### src/rtl/bram_acc_engine.sv
// Multi-lane streaming accumulator: reads a run of words from BRAM0, keeps a
// per-lane running sum, and writes the updated sums to BRAM1 after every read.
module bram_acc_engine #(
   parameter int LANES  = 4,
   parameter int LANE_W = 8,
   parameter int AWIDTH = 8,
   parameter int RD_LAT = 1
) (
   input  logic                      clk,
   input  logic                      reset_n,
   input  logic                      start_i,
   input  logic [AWIDTH:0]           run_count_i,
   input  logic [AWIDTH-1:0]         src_base_i,
   input  logic [AWIDTH-1:0]         dst_base_i,
   input  logic                      sat_en_i,
   input  logic [LANES*LANE_W-1:0]   q_b0_i,
   output logic                      idle_o,
   output logic                      run_o,
   output logic                      done_o,
   output logic                      read_o,
   output logic                      write_o,
   output logic [AWIDTH-1:0]         addr_b0_o,
   output logic                      ce_b0_o,
   output logic                      we_b0_o,
   output logic [LANES*LANE_W-1:0]   d_b0_o,
   output logic [AWIDTH-1:0]         addr_b1_o,
   output logic                      ce_b1_o,
   output logic                      we_b1_o,
   output logic [LANES*LANE_W-1:0]   d_b1_o,
   output logic [1:0]                dbg_state_o
);

   // Handshake: none. A read issued in cycle c returns data in cycle
   // c+RD_LAT; the matching BRAM1 write is presented in cycle c+RD_LAT+1.

   typedef enum logic [1:0] {S_IDLE, S_RUN, S_DRAIN, S_DONE} state_t;

   localparam logic [AWIDTH:0] CNT_ONE = {{AWIDTH{1'b0}}, 1'b1};

   state_t                              state_q, state_d;
   logic [AWIDTH:0]                     cnt_q, cnt_d;
   logic [AWIDTH:0]                     run_count_q, run_count_d;
   logic [AWIDTH-1:0]                   src_q, src_d;
   logic [AWIDTH-1:0]                   dst_q, dst_d;
   logic                                sat_q, sat_d;
   logic [LANES-1:0][LANE_W-1:0]        acc_q, acc_d;
   logic [RD_LAT-1:0]                   vld_q, vld_d;
   logic [RD_LAT-1:0][AWIDTH-1:0]       idx_q, idx_d;
   logic                                wr_q, wr_d;
   logic [AWIDTH-1:0]                   wr_addr_q, wr_addr_d;
   logic [LANES*LANE_W-1:0]             wr_data_q, wr_data_d;
   logic [LANES-1:0][LANE_W:0]          lane_sum;
   logic                                read;

   always_ff @(posedge clk or negedge reset_n) begin
      if (!reset_n) begin
         state_q     <= S_IDLE;
         cnt_q       <= '0;
         run_count_q <= '0;
         src_q       <= '0;
         dst_q       <= '0;
         sat_q       <= 1'b0;
         acc_q       <= '0;
         vld_q       <= '0;
         idx_q       <= '0;
         wr_q        <= 1'b0;
         wr_addr_q   <= '0;
         wr_data_q   <= '0;
      end else begin
         state_q     <= state_d;
         cnt_q       <= cnt_d;
         run_count_q <= run_count_d;
         src_q       <= src_d;
         dst_q       <= dst_d;
         sat_q       <= sat_d;
         acc_q       <= acc_d;
         vld_q       <= vld_d;
         idx_q       <= idx_d;
         wr_q        <= wr_d;
         wr_addr_q   <= wr_addr_d;
         wr_data_q   <= wr_data_d;
      end
   end

   always_comb begin
      state_d     = state_q;
      cnt_d       = cnt_q;
      run_count_d = run_count_q;
      src_d       = src_q;
      dst_d       = dst_q;
      sat_d       = sat_q;
      acc_d       = acc_q;
      vld_d       = '0;
      idx_d       = '0;
      wr_d        = 1'b0;
      wr_addr_d   = '0;
      wr_data_d   = '0;
      lane_sum    = '0;
      read        = 1'b0;

      case (state_q)
         S_IDLE: begin
            if (start_i) begin
               run_count_d = run_count_i;
               src_d       = src_base_i;
               dst_d       = dst_base_i;
               sat_d       = sat_en_i;
               acc_d       = '0;
               cnt_d       = '0;
               state_d     = (run_count_i == '0) ? S_DONE : S_RUN;
            end
         end
         S_RUN: begin
            read  = 1'b1;
            cnt_d = cnt_q + CNT_ONE;
            if (cnt_q == run_count_q - CNT_ONE) state_d = S_DRAIN;
         end
         S_DRAIN: begin
            // The last write is the one with nothing left in flight behind it.
            if (wr_q && !(|vld_q)) state_d = S_DONE;
         end
         default: state_d = S_IDLE;
      endcase

      vld_d[0] = read;
      idx_d[0] = cnt_q[AWIDTH-1:0];
      for (int i = 1; i < RD_LAT; i++) begin
         vld_d[i] = vld_q[i-1];
         idx_d[i] = idx_q[i-1];
      end

      if (vld_q[RD_LAT-1]) begin
         for (int l = 0; l < LANES; l++) begin
            lane_sum[l] = {1'b0, acc_q[l]} + {1'b0, q_b0_i[l*LANE_W +: LANE_W]};
            acc_d[l]    = (sat_q && lane_sum[l][LANE_W]) ? {LANE_W{1'b1}}
                                                         : lane_sum[l][LANE_W-1:0];
         end
         wr_d      = 1'b1;
         wr_addr_d = dst_q + idx_q[RD_LAT-1];
         wr_data_d = acc_d;
      end
   end

   assign idle_o      = (state_q == S_IDLE);
   assign run_o       = (state_q == S_RUN) || (state_q == S_DRAIN);
   assign done_o      = (state_q == S_DONE);
   assign read_o      = read;
   assign ce_b0_o     = read;
   assign we_b0_o     = 1'b0;
   assign d_b0_o      = '0;
   assign addr_b0_o   = read ? (src_q + cnt_q[AWIDTH-1:0]) : '0;
   assign write_o     = wr_q;
   assign ce_b1_o     = wr_q;
   assign we_b1_o     = wr_q;
   assign addr_b1_o   = wr_addr_q;
   assign d_b1_o      = wr_data_q;
   assign dbg_state_o = state_q;

endmodule

### config.mk
export PLATFORM = sky130hd
export DESIGN_NAME = bram_acc_engine
export DESIGN_NICKNAME = d
export VERILOG_FILES = /design/src/rtl/bram_acc_engine.sv
export SDC_FILE = /design/constraint.sdc
export NUM_CORES = 1
export LEC_CHECK = 0
export ABC_AREA = 1
export BUFFER_PORTS_ARGS = -buffer_cell sky130_fd_sc_hd__buf_2
export CORE_MARGIN = 5
export CORE_UTILIZATION = 35
export CTS_CLUSTER_SIZE = 24
export DETAILED_ROUTE_END_ITERATION = 10
export PLACE_DENSITY_LB_ADDON = 0.3
export SYNTH_ARGS = -nofsm -noshare
export SYNTH_HDL_FRONTEND = slang
export SYNTH_SLANG_ARGS = --single-unit
### constraint.sdc
create_clock -name clk -period 2.2 [get_ports clk]
set_input_delay 0.33 -clock clk [delete_from_list [all_inputs] [get_ports clk]]
set_output_delay 0.33 -clock clk [all_outputs]
set_load 0.02 [all_outputs]
==> out/qor.csv, run 1 <==
metric,value,unit
drt_pass1_iterations,4,
via_per_inst,4.50,
cts.sinks,119,
finish.utilization,44.6,%
slowest_stage,dfrtp_1,
min_period,2.44,ns
hp-class,primary input to flip-flop,
grt_max_degree,45,
slowest_delay,0.39,ns
antenna_found_initial,0,
peakVddDrop,0.000633,V
p_leak,4.65,nW
synth-simple-area-share,20.3,%
fp.coreArea,0.0188,mm^2
multi_input_area,0.00330,mm^2
worst-setup-path-type,flip-flop to output port,
overflow,0,
fp-row-count,50,
numPortBuffers,118,
fillers,1896,
cts_tree,yes,
grt_first_pass_wirelength,26700,um
synth_top_family_by_area,simple AND/OR/NAND/NOR gates,
path_cells,buf_6 > ha_1 > nand3_1 > nand2_2 > nand2_1 > nand2_1 > a21oi_1 > xor2_1 > nor2_1 > buf_2,
grt_pass1_vias,5533,
synth_adder_area_share,11.6,%
synth-compound-area-share,9.18,%
crit_path_start_kind,flip-flop,
slew_viol_final,0,
critPathArrivalTime,2.11,ns
io_pins,152,
clk_pin_slew_worst_paths,0.05,ns
drv_cap,0,
area_growth,24.5,%
synth.cell_area,0.00675,mm^2
drc,0,
hold_violations,0,
wl_per_cell,13.6,um
cts_root_buffer,clkbuf_16,
drive_above_1_share,20.6,%
antenna_cells,0,
synth-seq-cells,119,
ys_warn_count,0,
cts_made_buffers,17,
dp_hpwl,12300,um
rsz0062_at_grt,true,
final_nets,1062,
die_area,0.0221,mm^2
start_util,35.8,%
slew_headroom,66.5,%
ant_nets,0,
crit_required,1.87,ns
synth.avg_cell_area,8.41,um^2
setup_viol,4,
grt_use_total,15.2,%
crit_top_cell,nand2_1,
cp-end-kind,output port,
seqCellArea,0.00298,mm^2
min_period_over_period,111,%
dieHeight,149,um
fin_worst_skew,0.00541,ns
power,0.0122,W
synth_xor_area_share,4.75,%
synth_top_area_share,44.1,%
synth.area.mux_share,0,%
final.setup.tns,-0.594,ns
timing.final.ws_setup,-0.236,ns
cp_max_fo,5,
h-tree-depth,4,
cts_buffer_depth,2,
worstMarginPinSlew,0.502,ns
yosysUniqueCellTypes,30,
pre_cts_ws,0.0363,ns
via_count,5473,
gp_congestion,0.885,
yosysSeqAreaShare,44.1,%
synth_top_area_cell,dfrtp_1,
drtIter0Drc,194,
syn_inst,802,
synthTopCellsByArea,"dfrtp_1 (44%), nand2_1 (13%), ha_1 (9.8%)",
die_w,149,um
fmax,411,MHz
outcome,finished with violations,
insertion_delay,0.42,ns
failed_checks,negative setup slack,
wirelength,16500,um
p_per_area,1460,mW/mm^2
## synth_stat cells
library cell	instances
inv_1	91
o311ai_2	4
nand3_1	43
nand4_1	8
clkbuf_1	14
inv_2	1
nor4_1	2
xnor2_1	11
nand2_1	226
o21a_1	1
nor2_1	34
dfrtp_1	119
xor2_1	23
buf_4	36
or2_2	1
a211oi_1	2
fa_1	6
o21ai_2	1
nor3_2	1
ha_1	53
a22oi_1	1
nor2_2	2
nor3_1	12
xnor3_1	1
nand2_2	3
conb_1	1
o21ai_0	34
nor3b_1	1
buf_1	1
a21oi_1	69
## per-layer routing
layer | GRT usage [%] | up-vias | routed length, um
met5 | 0 | - | 0
met3 | 3.56 | 25 | 953
met2 | 25.9 | 137 | 7990
li1 | - | 2799 | -
met1 | 19.1 | 2512 | 7400
met4 | 4.90 | 0 | 198
## cells by family (layout without fill, tap and decap cells)
| group | count (synthesis) | count (layout) |
|---|---|---|
| adder cells (fa/ha/maj) | 59 | 59 |
| AO/OA/AOI/OAI | 112 | 112 |
| flip-flops | 119 | 119 |
| XOR/XNOR | 35 | 35 |
| buffers and inverters | 143 | 264 |
| AND/OR/NAND/NOR | 333 | 333 |
| other | 1 | 33 |
## layout make-up
class | count | share of cell area [%]
clock inverters | 14 | 2.46
flip-flops and latches | 119 | 35.5
multi-input cells | 572 | 39.3
inverters | 92 | 4.11
repair buffers | 140 | 9.71
clock buffers | 18 | 5.11
well taps | 260 | 3.87
## critical path, delay by kind of cell, from the launching register on
family / cells / cell delay [ns]
compound gates: 1 / 0.21
fa+ha+maj: 1 / 0.28
xor+xnor: 1 / 0.17
buf+inv: 2 / 0.29
flops: 1 / 0.39
simple gates: 5 / 0.35
## through the flow
step                hold WS [ns]  area [um^2]  instances
floorplan                 0.0344         6870        834
global placement           0.334         7620       1179
detailed placement         0.332         7620       1179
CTS                       0.0849         8300       1213
global route              0.0948         8400       1215
finish                    0.0997         8400       1215
## worst paths after layout
path,slack [ns],cells after the start,to,startpoint
setup / recovery,-0.24,10,addr_b0_o[5],cnt_q[1]
hold / removal,0.1,3,src_q[0],src_base_i[0]
setup reg to reg,0.15,10,acc_q[2],acc_q[0]
hold reg to reg,0.48,2,acc_q[30],acc_q[30]
max in group asynchronous,1.17,3,acc_q[31],reset_n
min in group asynchronous,0.42,2,d_b1_o[7],reset_n
## registers in the layout, indices dropped and copies added (netlist names)
name,cells
addr_b1_o,8
idx_q,8
d_b1_o,32
sat_q,1
dbg_state_o,2
acc_q,32
dst_q,8
src_q,8
cnt_q,9
ce_b1_o,1
run_count_q,9
vld_q,1
## layout by cell type, fill, tap and decap left out, drive strengths merged
master	count
nand2	229
buf	139
dfrtp	119
inv	92
a21oi	69
ha	53
nand3	43
nor2	36
o21ai	35
conb	33
xor2	23
clkbuf	18
nor3	13
xnor2	11
nand4	8
fa	6
clkinv	6
bufinv	5
o311ai	4
clkinvlp	3
nor4	2
a211oi	2
xnor3	1
a22oi	1
or2	1
o21a	1
nor3b	1
dlygate4sd3	1
## power breakdown
| part | leakage, nW | total [W] | switching (W) | internal [W] |
|---|---|---|---|---|
| clock network | 0.305 | 0.00301 | 0.00101 | 0.00200 |
| registers | 1.55 | 0.00358 | 0.000547 | 0.00304 |
| logic | 2.79 | 0.00564 | 0.00355 | 0.00209 |
## repair_timing
action	CTS	global route
gates resized for setup	11	17
setup buffers	1	2
endpoints found under the setup margin	6	16
hold endpoints to repair	34	0
hold buffers	1	0
pin swaps	0	5
Power figures use the tool's default switching activity.
==> run 2, diff against run 1 <==
Settings changed: BUFFER_PORTS_ARGS -buffer_cell sky130_fd_sc_hd__buf_2 to -buffer_cell sky130_fd_sc_hd__buf_4, TNS_END_PERCENT set to 10.
==> out/qor.csv, run 2 (synthesis gave the netlist of run 1 again) <==
metric,value,unit,change
clk_pin_slew_worst_paths,0.06,ns,was 0.05 ns
p_leak,4.69,nW,was 4.65 nW
slew_viol_final,0,,unchanged
mostFrequentLayoutCell,nand2_1,,unchanged
crit_path_start_kind,flip-flop,,unchanged
min_period,2.46,ns,was 2.44 ns
start_util,35.8,%,unchanged
postCtsSetupRepairBufs,0,,was 1
outcome,finished with violations,,unchanged
drive_above_1_share,20.2,%,was 20.6%
crit_buf_inv,1,,was 2
seqCellArea,0.00298,mm^2,about the same
antenna_found_initial,0,,unchanged
peakVddDrop,0.000579,V,was 0.000633 V
die_area,0.0221,mm^2,unchanged
via_per_inst,4.57,,was 4.50
rsz0062_at_grt,true,,unchanged
hold_slack,0.107,ns,was 0.0997 ns
path_cells,ha_2 > fa_2 > nand3_2 > nand3_2 > nand2_1 > nand2_1 > a21oi_2 > xor2_1 > nor2_1 > buf_4,,was buf_6 > ha_1 > nand3_1 > nand2_2 > nand2_1 > nand2_1 > a21oi_1 > xor2_1 > nor2_1 > buf_2
gp_congestion,0.867,,was 0.885
crit_required,1.87,ns,about the same
critPathArrivalTime,2.13,ns,was 2.11 ns
final.setup.tns,-0.528,ns,was -0.594 ns
grt_pass1_vias,5514,,was 5533
pre_cts_ws,0.0495,ns,was 0.0363 ns
fp.coreArea,0.0188,mm^2,unchanged
slowest_stage,dfrtp_1,,unchanged
multi_input_area,0.00325,mm^2,was 0.00330 mm^2
area_growth,27.3,%,was 24.5%
drc,0,,unchanged
wirelength,16600,um,was 16500 um
cts_made_buffers,17,,unchanged
cts_root_buffer,clkbuf_16,,unchanged
cp-end-kind,output port,,unchanged
finish.utilization,45.6,%,was 44.6%
ant_nets,0,,unchanged
failed_checks,negative setup slack,,unchanged
numPortBuffers,118,,unchanged
slew_headroom,63.3,%,was 66.5%
dieHeight,149,um,unchanged
via_count,5549,,was 5473
cts.sinks,119,,unchanged
final_nets,1061,,was 1062
dp_hpwl,12300,um,about the same
hold_violations,0,,unchanged
fin_worst_skew,0.0108,ns,was 0.00541 ns
fillers,1870,,was 1896
final_cell_mix,"nand2_1 (225), buf_4 (134), dfrtp_1 (118)",,"was nand2_1 (225), dfrtp_1 (119), buf_2 (111)"
drt_pass1_iterations,4,,unchanged
antenna_cells,0,,unchanged
p_per_area,1430,mW/mm^2,was 1460 mW/mm^2
min_period_over_period,112,%,was 111%
setup_viol,4,,unchanged
grt_max_degree,43,,was 45
timing.final.ws_setup,-0.256,ns,was -0.236 ns
grt_first_pass_wirelength,27100,um,was 26700 um
wl_per_cell,13.6,um,about the same
cts_tree,yes,,unchanged
drtIter0Drc,240,,was 194
insertion_delay,0.42,ns,about the same
cpLargestDelayFamily,adder cells,,was flip-flops
overflow,0,,unchanged
io_pins,152,,unchanged
finalNonFillerCells,1214,,was 1215
die_w,149,um,unchanged
cp_max_fo,3,,was 5
h-tree-depth,4,,unchanged
drv_cap,0,,unchanged
worst-setup-path-type,flip-flop to output port,,unchanged
worstMarginPinSlew,0.550,ns,was 0.502 ns
fmax,407,MHz,was 411 MHz
fp-row-count,50,,unchanged
cts_buffer_depth,2,,unchanged
grt_use_total,15.4,%,was 15.2%
hp-class,primary input to flip-flop,,unchanged
dp.cells,1181,,was 1179
slowest_delay,0.38,ns,was 0.39 ns
## run 2: cell count changes in the layout (fill, tap and decap cells not counted), moves of 3 or more
cell | previous run | this run
clkinv_2 | 5 | 2
buf_2 | 111 | 0
ha_4 | 4 | 0
o21ai_1 | 3 | 0
ha_1 | 48 | 52
buf_4 | 22 | 134
o21ai_0 | 31 | 34
## run 2: cell type report
type / count / share of cell area (%)
clock buffers: 18 / 5.11
flip-flops and latches: 119 / 34.7
multi-input cells: 572 / 37.8
repair buffers: 139 / 12.6
well taps: 260 / 3.79
clock inverters: 14 / 2.02
inverters: 92 / 4.02
## run 2: what timing repair did
item,in CTS,in global routing
hold endpoints to repair,38,0
resized for setup,6,5
endpoints found under the setup margin,5,6
pin swaps,0,4
hold buffers,1,0
## run 2: tightest hold or removal path: stages
cell and delay, ns:
buf_4 0.08, nand2_1 0.04, nand2_1 0.04
## run 2: metal layers
layer	up-vias	GRT usage, %	share of wire (%)
met3	26	3.68	5.4
met1	2576	20.1	45
met2	151	25.4	48
met4	0	4.81	1.5
li1	2796	-	-
met5	-	0	0
## run 2: final timing paths
| kind | from | end | slack [ns] | cells after the start |
|---|---|---|---|---|
| min | dst_base_i[2] | dst_q[2] | 0.11 | 3 |
| max reg2reg | acc_q[16] | acc_q[21] | 0.17 | 10 |
| max in group asynchronous | reset_n | cnt_q[2] | 1.15 | 3 |
| max | cnt_q[0] | addr_b0_o[6] | -0.26 | 10 |
| min in group asynchronous | reset_n | d_b1_o[22] | 0.44 | 2 |
| min reg2reg | acc_q[31] | acc_q[31] | 0.48 | 2 |
## run 2: through the flow
stage / power, W / cell area [um^2]
2_1_floorplan: 0.00755 / 6870
3_5_place_dp: 0.00940 / 7930
4_1_cts: 0.0124 / 8570
6_report: 0.0123 / 8590
5_1_grt: 0.0134 / 8590
3_3_place_gp: 0.00933 / 7930
## run 2: report_power, final
group          switching (W)  leakage [nW]  internal [W]
Clock                0.00107         0.289       0.00182
Sequential          0.000564          1.55       0.00304
Combinational        0.00352          2.86       0.00227
Total                0.00516          4.69       0.00712
